**src/rtl/end_screen_panel.sv**
```systemverilog
// end_screen_panel: VGA overlay stage that draws a bordered, solid-filled panel which
// opens and closes with a per-frame vertical wipe. Adds one clock of latency to the bus.
// Optional feature: define ENDPANEL_BLINK_EN to blink the border while fully open.
// Bus layout (MSB..LSB): hcount[10:0], vcount[10:0], hsync, vsync, rgb[11:0].
module end_screen_panel #(
  parameter int unsigned VGA_BUS_SIZE = 36,
  parameter int unsigned XPOS         = 500,
  parameter int unsigned YPOS         = 100,
  parameter int unsigned WIDTH        = 150,
  parameter int unsigned HEIGHT       = 50,
  parameter int unsigned BORDER       = 2,
  parameter int unsigned STEP         = 4,
  parameter logic [11:0] FILL_COLOR   = 12'h000,
  parameter logic [11:0] BORDER_COLOR = 12'hFFF,
  parameter int unsigned BLINK_FRAMES = 30
) (
  input  logic                    clk,
  input  logic                    rst,
  input  logic                    module_en,
  input  logic [VGA_BUS_SIZE-1:0] vga_bus_in,
  output logic [VGA_BUS_SIZE-1:0] vga_bus_out,
  output logic                    panel_shown,
  output logic                    busy
);

  typedef enum logic [1:0] {StIdle, StReveal, StShown, StHide} state_e;

  // All geometry is evaluated in 12 bits so sums of 11-bit coordinates never wrap.
  localparam logic [11:0] XLo      = 12'(XPOS);
  localparam logic [11:0] XHi      = 12'(XPOS + WIDTH);
  localparam logic [11:0] XLeftB   = 12'(XPOS + BORDER);
  localparam logic [11:0] XRightB  = 12'(XPOS + WIDTH - BORDER);
  localparam logic [11:0] YLo      = 12'(YPOS);
  localparam logic [11:0] YTopB    = 12'(YPOS + BORDER);
  localparam logic [11:0] Border12 = 12'(BORDER);
  localparam logic [11:0] Step12   = 12'(STEP);
  localparam logic [11:0] Height12 = 12'(HEIGHT);

  logic [10:0] hcount_in, vcount_in;
  logic        hsync_in, vsync_in;
  logic [11:0] rgb_in;

  assign {hcount_in, vcount_in, hsync_in, vsync_in, rgb_in} = vga_bus_in;

  state_e      state_q, state_d;
  logic [10:0] vis_h_q, vis_h_d;
  logic        tick;
  logic [11:0] vis12, inc12, dec12, sum12;

  assign tick  = (hcount_in == 11'd0) && (vcount_in == 11'd0);
  assign vis12 = {1'b0, vis_h_q};
  assign sum12 = vis12 + Step12;
  assign inc12 = (sum12 > Height12) ? Height12 : sum12;
  assign dec12 = (vis12 >= Step12) ? (vis12 - Step12) : 12'd0;

  // Next state: every tick moves vis_h one STEP toward the requested end (open or closed),
  // so a reversal mid-wipe continues smoothly from the current height.
  always_comb begin
    state_d = state_q;
    vis_h_d = vis_h_q;
    if (tick) begin
      if (module_en) begin
        vis_h_d = inc12[10:0];
        state_d = (inc12 == Height12) ? StShown : StReveal;
      end else begin
        vis_h_d = dec12[10:0];
        state_d = (dec12 == 12'd0) ? StIdle : StHide;
      end
    end
  end

  // State, visible height and the decoded status flags.
  always_ff @(posedge clk or negedge rst) begin
    if (!rst) begin
      state_q     <= StIdle;
      vis_h_q     <= 11'd0;
      panel_shown <= 1'b0;
      busy        <= 1'b0;
    end else begin
      state_q     <= state_d;
      vis_h_q     <= vis_h_d;
      panel_shown <= (state_d == StShown);
      busy        <= (state_d == StReveal) || (state_d == StHide);
    end
  end

  logic [11:0] border_rgb;

`ifdef ENDPANEL_BLINK_EN
  localparam logic [15:0] BlinkLast = 16'(BLINK_FRAMES - 1);

  logic [15:0] blink_cnt_q, blink_cnt_d;
  logic        blink_q, blink_d;

  // Blink phase advances once per frame, only while the panel stays fully open.
  always_comb begin
    blink_cnt_d = blink_cnt_q;
    blink_d     = blink_q;
    if (tick) begin
      if ((state_q == StShown) && (state_d == StShown)) begin
        if (blink_cnt_q == BlinkLast) begin
          blink_cnt_d = 16'd0;
          blink_d     = ~blink_q;
        end else begin
          blink_cnt_d = blink_cnt_q + 16'd1;
        end
      end else begin
        blink_cnt_d = 16'd0;
        blink_d     = 1'b0;
      end
    end
  end

  // Blink counter and phase registers.
  always_ff @(posedge clk or negedge rst) begin
    if (!rst) begin
      blink_cnt_q <= 16'd0;
      blink_q     <= 1'b0;
    end else begin
      blink_cnt_q <= blink_cnt_d;
      blink_q     <= blink_d;
    end
  end

  assign border_rgb = blink_q ? FILL_COLOR : BORDER_COLOR;
`else
  logic unused_blink_frames;
  assign unused_blink_frames = ^BLINK_FRAMES;
  assign border_rgb          = BORDER_COLOR;
`endif

  logic [11:0] h12, v12, y_bot;
  logic        in_panel, on_border;
  logic [11:0] rgb_out_nxt;

  assign h12   = {1'b0, hcount_in};
  assign v12   = {1'b0, vcount_in};
  assign y_bot = YLo + vis12;

  // Pixel classification against the current (wipe-limited) panel rectangle.
  always_comb begin
    in_panel    = (h12 >= XLo) && (h12 < XHi) && (v12 >= YLo) && (v12 < y_bot);
    // Bottom test written as v + BORDER >= bottom to avoid underflow when vis_h < BORDER.
    on_border   = (h12 < XLeftB) || (h12 >= XRightB) || (v12 < YTopB) ||
                  ((v12 + Border12) >= y_bot);
    rgb_out_nxt = rgb_in;
    if (in_panel) begin
      rgb_out_nxt = on_border ? border_rgb : FILL_COLOR;
    end
  end

  // Output bus register: timing fields delayed unchanged, rgb replaced inside the panel.
  always_ff @(posedge clk or negedge rst) begin
    if (!rst) begin
      vga_bus_out <= '0;
    end else begin
      vga_bus_out <= {hcount_in, vcount_in, hsync_in, vsync_in, rgb_out_nxt};
    end
  end

endmodule
```
**config.mk**
```make
export PLATFORM = sky130hd
export DESIGN_NAME = end_screen_panel
export DESIGN_NICKNAME = d
export VERILOG_FILES = /design/src/rtl/end_screen_panel.sv
export SDC_FILE = /design/constraint.sdc
export NUM_CORES = 1
export LEC_CHECK = 0
export ABC_AREA = 1
export CAP_MARGIN = 0
export CORE_ASPECT_RATIO = 1.1
export CORE_MARGIN = 4
export CORE_UTILIZATION = 45
export DETAILED_ROUTE_END_ITERATION = 8
export PLACE_DENSITY = 0.76
export SLEW_MARGIN = 20
export SYNTH_ARGS = -nofsm -noshare
export SYNTH_HDL_FRONTEND = slang
export SYNTH_SLANG_ARGS = --single-unit
```
**constraint.sdc**
```tcl
create_clock -name clk -period 2.3 [get_ports clk]
set_clock_uncertainty 0.1 [all_clocks]
set_input_delay 0.46 -clock clk [delete_from_list [all_inputs] [get_ports clk]]
set_output_delay 0.46 -clock clk [all_outputs]
set_load 0.01 [all_outputs]
```
==> results of run 1 <==
-- per-stage QoR --
step / utilization, % / power (mW) / hold WS (ns)
after detailed placement: 66.5 / 1.33 / 0.420
final: 73.1 / 1.99 / 0.120
after global routing: 73.1 / 2.08 / 0.171
after floorplan: - / 1.07 / 0.0644
after CTS: 70.3 / 1.97 / 0.154
after global placement: 66.5 / 1.32 / 0.404
-- sequential cells by signal (all words and copies together), names as in the netlist --
signal,cells
panel_shown,1
state_q,2
vga_bus_out,36
vis_h_q,11
-- cell families after synthesis --
| family | share of synthesized area, % |
|---|---|
| DFF | 39.6 |
| adders and majority gates | 10.3 |
| and+or+nand+nor | 29.5 |
| AOI/OAI and AO/OA | 10.4 |
| buffers and inverters | 7.48 |
| xor gates and xnor gates | 2.77 |
-- cells in the mapped netlist, drive strengths merged --
library cell | count | area share, %
nand3b | 2 | 0.47
o22ai | 4 | 0.79
inv | 46 | 5.5
nor4 | 3 | 0.59
nor3 | 8 | 1.3
or2 | 1 | 0.20
and2 | 2 | 0.40
o21ai | 23 | 3.9
o21a | 1 | 0.24
nor3b | 1 | 0.24
nand4 | 7 | 1.9
a31o | 1 | 0.28
o211ai | 2 | 0.47
nand3 | 29 | 4.7
dfrtp | 50 | 40
o31ai | 2 | 0.47
nor2 | 44 | 6.0
xnor2 | 1 | 0.28
nand2 | 110 | 14
o2111ai | 1 | 0.28
xor2 | 9 | 2.5
a31oi | 3 | 0.59
ha | 26 | 10
buf | 8 | 2.0
a21oi | 21 | 3.4
-- layer usage --
layer | up-vias | part of all wire [%] | track usage (%)
met5 | - | 0 | 0
met3 | 19 | 6.4 | 3.25
met4 | 0 | 1.8 | 6.39
met1 | 1562 | 39 | 25.6
li1 | 1625 | - | -
met2 | 109 | 52 | 42.3
-- cell usage in the layout, fill, tap and decap left out, types with 2 or more instances in the layout --
cell type	Yosys	routed
nand2_1	102	78
buf_4	2	69
clkdlybuf4s50_1	0	67
dfrtp_1	50	49
inv_1	42	36
nor2_1	36	33
nand2_2	8	28
nand3_1	28	24
ha_1	26	20
a21oi_1	20	18
o21ai_0	19	17
nor2_2	7	9
inv_2	4	8
nand4_1	6	6
buf_6	3	6
xor2_1	9	5
nor3_1	8	5
nand2_4	0	5
ha_4	0	5
clkbuf_8	0	5
nand3_2	1	4
o21ai_1	2	4
o22ai_1	4	4
dlygate4sd2_1	0	4
xor2_2	0	3
nor4_1	3	3
a21oi_2	1	3
nor2_4	1	2
nor3_2	0	2
a31oi_1	3	2
o31ai_1	2	2
nand3b_1	2	2
o21ai_2	2	2
o211ai_1	2	2
-- final timing paths --
path | startpoint | endpoint | slack [ns] | cells past startpoint
hold reg to reg | state_q[0] | state_q[0] | 0.44 | 2
hold / removal | rst | vga_bus_out[29] | 0.12 | 1
min in group clk | vga_bus_in[16] | vga_bus_out[16] | 0.18 | 1
setup reg to reg | vis_h_q[3] | vga_bus_out[2] | -0.22 | 18
setup / recovery | vis_h_q[3] | vga_bus_out[2] | -0.22 | 18
max in group asynchronous | rst | vga_bus_out[6] | 1.30 | 2
-- area by class of cell --
| type | count | share of cell area [%] |
|---|---|---|
| multi-input combinational | 302 | 39.9 |
| timing repair buffer | 148 | 26.5 |
| sequential | 50 | 25.5 |
| inverter | 46 | 3.72 |
| tap | 82 | 2.09 |
| clock buffer | 6 | 1.48 |
| clock inverter | 2 | 0.765 |
-- where the power goes --
group	switching [mW]	internal, mW	total (mW)
Combinational	0.198	0.223	0.421
Clock	0.310	0.325	0.635
Sequential	0.0133	0.922	0.935
-- repair_timing --
action,in CTS,in global routing
buffers inserted,3,4
pin swaps,22,20
resized for setup,52,40
gates cloned,2,0
setup endpoints to repair,12,16
==> run summary, run 1 <==
- **count of maximum capacitance violations** 0
- **final hold violation count** 0
- **top-level port count** 77
- **number of standard cells after synthesis** 405
- **number of placed instances, taps included** 619
- **final setup violation count** 12
- **fraction of layout cells with a size suffix above 1** 30.3%
- **number of placement rows** 31
- **Tightest Hold Check Type** in2async
- **Sequential Area** 1250 µm²
- **post-route cell area** 4910 µm²
- **pin count of the biggest net entering global routing** 36
- **maximum clock rate** 397 MHz
- **CP top delay family** simple AND/OR/NAND/NOR gates
- **number of nets in the synthesized netlist** 470
- **post-placement cell area** 4470 µm²
- **unique cell type count in the Yosys netlist** 36
- **Longest Clk Path Bufs** 2
- **total negative slack** -2.14 ns
- **average instance area after synthesis** 7.81 µm²
- **Total GRT Usage** 22.3%
- **wire length of the first global-routing pass** 14.9 mm
- **largest driver fanout on the critical path** 6
- **data required time of the worst path** 2.41 ns
- **detailed-route DRC error count** 0
- **root buffer cell** clkbuf_8
- **placeable core region** 6710 µm²
- **maximum resistive drop on vdd** 290 µV
- **Worst Path Class, Setup** reg2reg
- **cell with the largest stage delay on the worst path** dfrtp_1
- **hpwl dp** 7.05 mm
- **CTS H-Tree Depth** 2
- **width of the chip** 87.9 µm
- **Pre-antenna DRT Iters** 4
- **number of violations reported at the end of detailed-routing iteration 0** 135
- **outcome** finished with violations
- **area enclosed by the die boundary** 8440 µm²
- **number of buffers added by the clock tree synthesis step** 5
- **antenna diode count** 0
- **Yosys warning total** 0
- **critical path buffer and inverter count** 4
- **synthesized cell area** 3160 µm²
- **biggest cell delay along the critical path** 0.41 ns
- **areal power density over the cells** 406 nW/µm²
- **area of the multi-input gates** 1960 µm²
- **setup repair after global routing missed its margin** yes
- **Slew @ Worst Pin** 0.815 ns
- **per-cell routed wire length** 15.1 µm
- **worst-case headroom to the max-slew limit** 45.7%
- **count of buffers from port buffering** 76
- **initial antenna violation count** 0
- **filler instances** 470
- **most used cell, CP** nand2_2
- **via count normalized by instance count** 5.21
- **Num Clock Sinks** 50
- **clock-pin slew of the registers on the worst-case setup and hold paths** 0.09 ns
- **worst slack at placement** -1.02 ns
- **total number of vias** 3315
- **Final #Nets** 618
- **violations in the final reports** setup timing
- **TritonCTS clock tree** yes
- **capturing element type of the critical path** flip-flop
- **flop and latch count out of synthesis** 50
- **routed wire length** 9.61 mm
- **Skew-Pair Late Insertion Delay** 0.31 ns
- **sequential element share of the synthesized area** 39.6%
- **Hold Buf Count CTS** 0
- **Pins Over Slew Limit** 0
- **post-synthesis to final-layout area growth** 55.1%
- **kind of start point of the critical path** flip-flop
- **Min Clock Period, post-route** 2.52 ns
- **non-filler cells in the finished layout** 636
- **number of antenna-violating nets in the routed design** 0
- **DIE HEIGHT** 95.9 µm
- **Leak** 2.37 nW
- **RePlAce Congestion** 0.922
- **remaining global-route overflow** 0
- **final cycle utilization of the critical path** 110%
- **Initial Util** 47.1%
- **cell breakdown of the critical path** ha_4, nand2_2, inv_2, nor2_4, nand2_2, nand2_2, xor2_2, buf_4, ha_4, a21oi_2, o21ai_1, inv_1, o21ai_1, a21oi_2, nand2_2, buf_6, nand2_1, nand2_2
- **Data arrival, critical path** 2.63 ns
- **number of global-route vias before repair** 3305
- **minimum setup slack in the final design** -0.220 ns
No activity file was read; power rests on OpenSTA's default activity.
==> run 2, diff against run 1 <==
Settings changed: ABC_CLOCK_PERIOD_IN_PS from default to 2300.
==> results of run 2 <==
Same layout as run 1: the final DEF is identical, and so are final timing and power.
==> run 3, diff against run 2 <==
Settings changed: ABC_CLOCK_PERIOD_IN_PS 2300 to 2060.
Clock period 2.3 ns to 2.06 ns, I/O delays scaled along.
==> run summary, run 3 (synthesized netlist as in run 1, its figures left out) <==
- **Final Util** 77.1%
- **number of antenna-violating nets in the routed design** 0
- **depth of the worst register-to-register path** 15
- **maximum resistive drop on vdd** 346 µV
- **fraction of layout cells with a size suffix above 1** 36.8%
- **largest registers in the final layout** vga_bus_out (36), vis_h_q (11), state_q (2)
- **filler instances** 430
- **clock-pin slew of the registers on the worst-case setup and hold paths** 0.10 ns
- **Reg-to-Reg Start** vis_h_q[2]
- **placeable core region** 6710 µm²
- **slack of the worst reg-to-reg path** -0.53 ns
- **routed wire length** 10.3 mm
- **wire length of the first global-routing pass** 15.5 mm
- **Tightest Hold Check Type** in2async
- **critical register-to-register path endpoint** vga_bus_out[7]
- **setup repair after global routing missed its margin** yes
- **initial antenna violation count** 0
- **leading cell type in the layout, fill and taps excluded** buf_4
- **violations in the final reports** setup timing
- **detailed-route DRC error count** 0
- **Worst Path Class, Setup** in2reg
- **worst-case headroom to the max-slew limit** 57.6%
- **capturing element type of the critical path** flip-flop
- **TritonCTS clock tree** yes
- **RePlAce Congestion** 0.938
- **first element of the critical path** vga_bus_in[16]
- **count of maximum capacitance violations** 0
- **pin count of the biggest net entering global routing** 51
- **per-cell routed wire length** 15.8 µm
- **areal power density over the cells** 402 nW/µm²
- **DIE HEIGHT** 95.9 µm
- **Pins Over Slew Limit** 0
- **top-level port count** 77
- **maximum clock rate** 385 MHz
- **Slew @ Worst Pin** 0.636 ns
- **Most flops, register** vga_bus_out
- **total number of vias** 3494
- **via count normalized by instance count** 5.33
- **largest driver fanout on the critical path** 6
- **number of flip-flops in the largest register** 36
- **Final #Nets** 638
- **kind of start point of the critical path** input pin
- **hpwl dp** 7.24 mm
- **most used cell, CP** nand2_1
- **final hold violation count** 0
- **Data arrival, critical path** 2.70 ns
- **Num Clock Sinks** 50
- **biggest cell delay along the critical path** 0.28 ns
- **number of global-route vias before repair** 3439
- **number of placement rows** 31
- **commonest cells after routing, fill and taps aside** buf_4, nand2_1, clkdlybuf4s50_1, dfrtp_1, inv_1
- **data required time of the worst path** 2.16 ns
- **area enclosed by the die boundary** 8440 µm²
- **final cycle utilization of the critical path** 126%
- **Leak** 2.48 nW
- **Pre-antenna DRT Iters** 5
- **Power, Total** 2.08 mW
- **Initial Util** 47.1%
- **post-synthesis to final-layout area growth** 63.6%
- **number of violations reported at the end of detailed-routing iteration 0** 167
- **minimum setup slack in the final design** -0.536 ns
- **cell breakdown of the critical path** clkdlybuf4s15_2, ha_2, nand3_1, nor3_2, nand2_1, xor2_1, inv_1, ha_1, nand4_1, inv_2, nand3_2, o2111ai_2, a31oi_1, nand2_1, nand2_4, nand2_2
- **count of buffers from port buffering** 76
- **Min Clock Period, post-route** 2.60 ns
- **Total GRT Usage** 23.3%
- **root buffer cell** clkbuf_8
- **width of the chip** 87.9 µm
- **antenna diode count** 0
- **Skew-Pair Late Insertion Delay** 0.31 ns
- **cell with the largest stage delay on the worst path** ha_1
- **CTS H-Tree Depth** 2
- **final setup violation count** 17
- **outcome** finished with violations
- **Longest Clk Path Bufs** 2
- **remaining global-route overflow** 0
- **number of buffers added by the clock tree synthesis step** 5
[run 3: cell count changes in the layout (fill, tap and decap cells not counted), sizes merged]
cell,previous run,this run
clkinv,0,2
clkdlybuf4s15,0,1
clkbuf,7,5
bufinv,1,0
nand2,111,112
clkdlybuf4s50,67,68
buf,76,94
[run 3: area by class of cell]
class,count,area (µm²),area share (%)
well taps,82,103,1.98
clock inverters,3,21.3,0.411
repair buffers,167,1460,28.1
clock buffers,5,68.8,1.33
inverters,46,193,3.72
flip-flops and latches,50,1260,24.3
multi-input cells,303,2080,40.1
[run 3: worst max-delay path by stage]
stage / to / slack [ns] / cells past startpoint
final: vga_bus_out[7] / -0.54 / 16
after global routing: vga_bus_out[5] / -0.67 / 15
after CTS: vga_bus_out[1] / -0.47 / 16
after detailed placement: vga_bus_out[7] / -1.29 / 16
after global placement: vga_bus_out[5] / -1.09 / 17
after floorplan: vga_bus_out[10] / -0.38 / 17
[run 3: where the power goes]
part	switching [mW]	internal (mW)	leakage [nW]
Clock	0.354	0.239	0.0441
Sequential	0.0143	1.03	0.560
Combinational	0.211	0.232	1.87
Total	0.579	1.50	2.48
[run 3: critical path, delay by kind of cell]
kind	cells	cell delay (ns)
buffers and inverters	3	0.35
xor gates and xnor gates	1	0.16
adders and majority gates	2	0.48
AOI/OAI and AO/OA	2	0.31
and+or+nand+nor	8	0.99
[run 3: what timing repair did]
item                                    4_1_cts  5_1_grt
buffers inserted                              4       11
endpoints found under the setup margin       26       24
pin swaps                                    21       34
gates cloned                                  1        1
resized for setup                            54       76
hold buffers                                  0        0
[run 3: layer usage]
metal | GRT usage (%) | wire [µm] | vias to the layer above
met5 | 0 | 0 | -
met4 | 8.44 | 249 | 0
met3 | 3.51 | 736 | 22
met2 | 44.1 | 5530 | 141
met1 | 26.1 | 3820 | 1669
li1 | - | - | 1662
[run 3: per-stage QoR]
step / TNS, ns / worst slack [ns] / hold slack [ns] / std cells / instance area [µm²]
floorplan: -4.29 / -0.379 / 0.0164 / 405 / 3190
global placement: -19.07 / -1.09 / 0.409 / 631 / 4560
detailed placement: -20.79 / -1.29 / 0.421 / 631 / 4560
CTS: -5.44 / -0.474 / 0.118 / 644 / 4820
global route: -8.82 / -0.670 / 0.145 / 656 / 5170
finish: -6.63 / -0.536 / 0.102 / 656 / 5170
